`config.mk`:
```
export PLATFORM = sky130hd
export DESIGN_NAME = alu_inmediate
export DESIGN_NICKNAME = d
export VERILOG_FILES = /design/src/rtl/alu_inmediate_pkg.sv /design/src/rtl/alu_inmediate_reg_sel_decoder.sv /design/src/rtl/alu_inmediate.sv
export SDC_FILE = /design/constraint.sdc
export NUM_CORES = 1
export LEC_CHECK = 0
export ABC_CLOCK_PERIOD_IN_PS = 1600
export CORE_AREA = 2 2 39 41
export DETAILED_ROUTE_END_ITERATION = 16
export DIE_AREA = 0 0 41 43
export PLACE_DENSITY = 0.72
export SLEW_MARGIN = 40
export SYNTH_ARGS = -nofsm -noshare
export SYNTH_HDL_FRONTEND = slang
export SYNTH_SLANG_ARGS = --single-unit
```
`constraint.sdc`:
```
create_clock -name clk -period 1.6 [get_ports clk]
set_input_delay 0.16 -clock clk [delete_from_list [all_inputs] [get_ports clk]]
set_output_delay 0.16 -clock clk [all_outputs]
set_load 0.01 [all_outputs]
```
`src/rtl/alu_inmediate_pkg.sv`:
```
// rtl/alu_inmediate_pkg.sv - shared state encoding and field widths for the ALU-immediate sequencer
package alu_inmediate_pkg;

    localparam int REG_IDX_W = 2;
    localparam int PARAM_W   = 6;
    localparam int REG_COUNT = 1 << REG_IDX_W;

    typedef enum logic [2:0] {
        IDLE     = 3'd0,
        LOAD_A   = 3'd1,
        LOAD_IMM = 3'd2,
        EXEC     = 3'd3,
        WRITE    = 3'd4,
        DONE     = 3'd5
    } state_t;

endpackage

```
`src/rtl/alu_inmediate_reg_sel_decoder.sv`:
```
// rtl/alu_inmediate_reg_sel_decoder.sv - 2-to-4 one-hot register select decoder with enable
module reg_sel_decoder
    import alu_inmediate_pkg::*;
(
    input  logic                 en,
    input  logic [REG_IDX_W-1:0] idx,
    output logic [REG_COUNT-1:0] onehot
);

    always_comb begin
        onehot = '0;
        if (en) begin
            onehot[idx] = 1'b1;
        end
    end

endmodule

```
`src/rtl/alu_inmediate.sv`:
```
// rtl/alu_inmediate.sv - Moore control FSM for register-plus-immediate ALU instructions
// Optional FETCH_SYNC_EN: launch additionally waits for donefetch.
module alu_inmediate
    import alu_inmediate_pkg::*;
(
    input  logic               clk,
    input  logic               rst,
    input  logic               donefetch,
    input  logic               start,
    input  logic [PARAM_W-1:0] parameter1,
    input  logic [PARAM_W-1:0] parameter2,
    output logic               r0in,
    output logic               r1in,
    output logic               r2in,
    output logic               r3in,
    output logic               R0OutEn,
    output logic               R1OutEn,
    output logic               R2OutEn,
    output logic               R3OutEn,
    output logic               ALUinR1,
    output logic               ALUinR2,
    output logic               ALUoutEn,
    output logic               Regiout,
    output logic               Regiin,
    output logic               done,
    output logic               inmtobuff,
    output logic               inmtoalu
);

    state_t               state;
    logic [REG_IDX_W-1:0] sel;
    logic                 launch;
    logic [REG_COUNT-1:0] out_en;
    logic [REG_COUNT-1:0] load_en;

`ifdef FETCH_SYNC_EN
    assign launch = start & donefetch;
    logic unused_inputs;
    assign unused_inputs = &{1'b0, parameter1[PARAM_W-1:REG_IDX_W], parameter2};
`else
    assign launch = start;
    logic unused_inputs;
    assign unused_inputs = &{1'b0, donefetch, parameter1[PARAM_W-1:REG_IDX_W], parameter2};
`endif

    // sel is captured only on launch so operand edits mid-instruction cannot retarget the write-back
    always_ff @(posedge clk) begin
        if (rst) begin
            state <= IDLE;
            sel   <= '0;
        end else begin
            case (state)
                IDLE: begin
                    if (launch) begin
                        state <= LOAD_A;
                        sel   <= parameter1[REG_IDX_W-1:0];
                    end
                end
                LOAD_A:   state <= LOAD_IMM;
                LOAD_IMM: state <= EXEC;
                EXEC:     state <= WRITE;
                WRITE:    state <= DONE;
                DONE: begin
                    if (!start) begin
                        state <= IDLE;
                    end
                end
                default:  state <= IDLE;
            endcase
        end
    end

    reg_sel_decoder u_out_dec (
        .en     (state == LOAD_A),
        .idx    (sel),
        .onehot (out_en)
    );

    reg_sel_decoder u_load_dec (
        .en     (state == WRITE),
        .idx    (sel),
        .onehot (load_en)
    );

    assign R0OutEn   = out_en[0];
    assign R1OutEn   = out_en[1];
    assign R2OutEn   = out_en[2];
    assign R3OutEn   = out_en[3];
    assign r0in      = load_en[0];
    assign r1in      = load_en[1];
    assign r2in      = load_en[2];
    assign r3in      = load_en[3];

    assign ALUinR1   = (state == LOAD_A);
    assign ALUinR2   = (state == LOAD_IMM);
    assign inmtobuff = (state == LOAD_IMM);
    assign inmtoalu  = (state == LOAD_IMM);
    assign ALUoutEn  = (state == EXEC);
    assign Regiin    = (state == EXEC);
    assign Regiout   = (state == WRITE);
    assign done      = (state == DONE);

endmodule

```
==> results.json <==
{
  "wl_um": 777,
  "ys_ff_latch": 5,
  "die_y_um": 43,
  "holdCritPathClass": "input pin to flip-flop",
  "crit_path_max_fanout": 5,
  "drv_cap": 0,
  "yosysWarnings": 0,
  "synth_ff_type": "dfxtp_1",
  "die-area_sq_um": 1760,
  "relSlewSlack": 0.809,
  "synth_compound_area_frac": 0.0921,
  "outcome": "complete, no violations",
  "leakage_nw": 0.347,
  "synth_top_area_share": 0.263,
  "setup-violations-final": 0,
  "finalCritPeriodShare": 0.953,
  "final_max_slew_viol_count": 0,
  "reg2reg_slack_ns": 0.41,
  "avgSynthCellArea_sq_um": 8.64,
  "period_needed_ns": 1.52,
  "power_density_nw_per_um2": 776,
  "grt_start_max_net_pins": 8,
  "initial_core_util": 0.275,
  "synthToLayoutAreaGrowth_pct": 61.8,
  "antenna_found_initial": 0,
  "syn_area_sq_um": 380,
  "track_usage": 0.114,
  "synth_commonest_cells": "nor2_1, dfxtp_1, buf_4",
  "fmax_ghz": 0.656,
  "port_buffers": 20,
  "core-area_sq_um": 1380,
  "antenna_cells": 0,
  "r2r_cells": 4,
  "cp.required_ns": 1.44,
  "numClockSinks": 5,
  "fillers": 156,
  "layout.nets": 85,
  "dp_hpwl_um": 658,
  "gp_congestion": 0.611,
  "insertion_delay_ns": 0.24,
  "cts_inserted_buffers": 3,
  "crit_type": "flip-flop to primary output",
  "detail_route.wl_per_cell_um": 9.25,
  "h-tree-depth": 1,
  "start_kind": "flip-flop",
  "syn-num-nets": 60,
  "reg2reg_to": "sel[1]",
  "drive_above_1_share": 0.265,
  "synth_most_common_cell": "nor2_1",
  "hold_viol": 0,
  "vdd_drop_max_mv": 0.398,
  "yosys.area_share.simple": 0.411,
  "synth_fa_ha_area_frac": 0,
  "dp_cells": 80,
  "crit_start": "state[0]",
  "ys_types": 19,
  "vias": 368,
  "clkTransAtPathRegs_ns": 0.04,
  "grt_pass1_wl_mm": 1.34,
  "r2r-start": "state[2]",
  "power.total_w": 0.000478,
  "cts_tree": "yes",
  "root_buffer": "clkbuf_4",
  "num_rows": 14,
  "ant_nets": 0,
  "skew_ns": 0.00122,
  "tns_ns": 0,
  "globalRoute.totalOverflow": 0,
  "die_x_um": 41,
  "dr.pass1.iters": 2,
  "grt_pass1_vias": 311,
  "rsz0062_at_grt": "false",
  "viasPerCell": 4.38,
  "clock_path_buffers": 2,
  "synth.area.mux_share": 0.0526,
  "cp-end-kind": "primary output",
  "synth_xor_area_frac": 0.0230,
  "synth-edff-count": 0,
  "synth-async-reset-ratio": 0,
  "worst_ep_arrival_time_ns": 1.36,
  "worst_pin_slew_ns": 0.285,
  "drc": 0,
  "yosysTopAreaCell": "dfxtp_1",
  "io_pins": 32,
  "cp-endpoint": "R1OutEn",
  "synth_top_family_by_area": "simple AND/OR/NAND/NOR gates",
  "synth_area_leaders": "dfxtp_1, nor2_1, buf_4",
  "final_cells": 84,
  "ys_seq_area_frac": 0.263,
  "drt-initial-drc-count": 2,
  "synthCells": 44
}
==> through the flow <==
stage | hold WS (ns) | cell area [sq um] | setup WS [ns] | utilization
after CTS | 0.532 | 609 | 0.000421 | 0.440
after detailed placement | 0.575 | 593 | 0.0205 | 0.429
after global routing | 0.570 | 616 | 0.00576 | 0.445
final | 0.537 | 616 | 0.0756 | 0.445
after floorplan | 0.232 | 380 | 0.339 | -
after global placement | 0.574 | 593 | 0.0302 | 0.429
==> timing repair <==
item / in CTS / in global routing
gates resized for setup: 18 / 4
setup buffers: 0 / 0
hold buffers: 0 / 0
gates cloned: 0 / 0
setup endpoints to repair: 15 / 4
endpoints found under the hold margin: 0 / 0
==> critical path, stage by stage, from the launching register on <==
cell and delay (ns):
dfxtp_1 0.33, or3b_4 0.42, nor2_1 0.10, dlygate4sd2_1 0.27
==> placed cells by master, fill, tap and decap left out, types with 2 or more instances in the layout <==
master           Yosys  routed
o21ba_1              2       2
clkdlybuf4s50_1      0       4
nand2_1              3       2
clkbuf_4             0       3
nand2b_1             2       2
buf_4                4       6
mux2i_1              2       2
nor3_1               2       2
nor2_1              11      11
dlygate4sd2_1        0      12
nor3b_2              1       2
inv_1                2       2
clkdlybuf4s15_1      0       3
dfxtp_1              5       4
==> cells by family after synthesis <==
logic type / after synthesis
and+or+nand+nor: 25
buffers and inverters: 8
DFF: 5
AOI/OAI and AO/OA: 3
muxes: 2
xor gates and xnor gates: 1
==> final cells by class <==
cell class	instances	area [sq um]	share of cell area
inverters	2	7.51	0.0122
multi-input cells	31	228	0.370
clock buffers	4	26.3	0.0427
flip-flops and latches	5	101	0.165
well taps	16	20.0	0.0325
repair buffers	26	233	0.378
==> sequential cells by signal (all words and copies together), names as in the netlist <==
name / count
sel: 2
state: 3
==> where the power goes <==
part	total [W]	switching, W	internal, W
registers	0.000156	0.0000165	0.000140
logic	0.000177	0.0000791	0.0000982
clock network	0.000144	0.0000498	0.0000942
==> routing by layer <==
metal  track usage  vias to the layer above  part of all wire
met4        0.0800                        0             0.021
met1         0.145                      166              0.44
li1              -                      189                 -
met3        0.0314                        2             0.045
met2         0.156                       11              0.50
met5             0                        -                 0
==> worst min path at each step <==
stage | startpoint | end | cells after the start
floorplan | rst | sel[0] | 1
global placement | sel[0] | sel[0] | 2
detailed placement | sel[0] | sel[0] | 2
CTS | parameter1[0] | sel[0] | 3
global route | parameter1[0] | sel[0] | 3
finish | parameter1[0] | sel[0] | 3
Note: power is estimated with default switching activity, not from simulation.
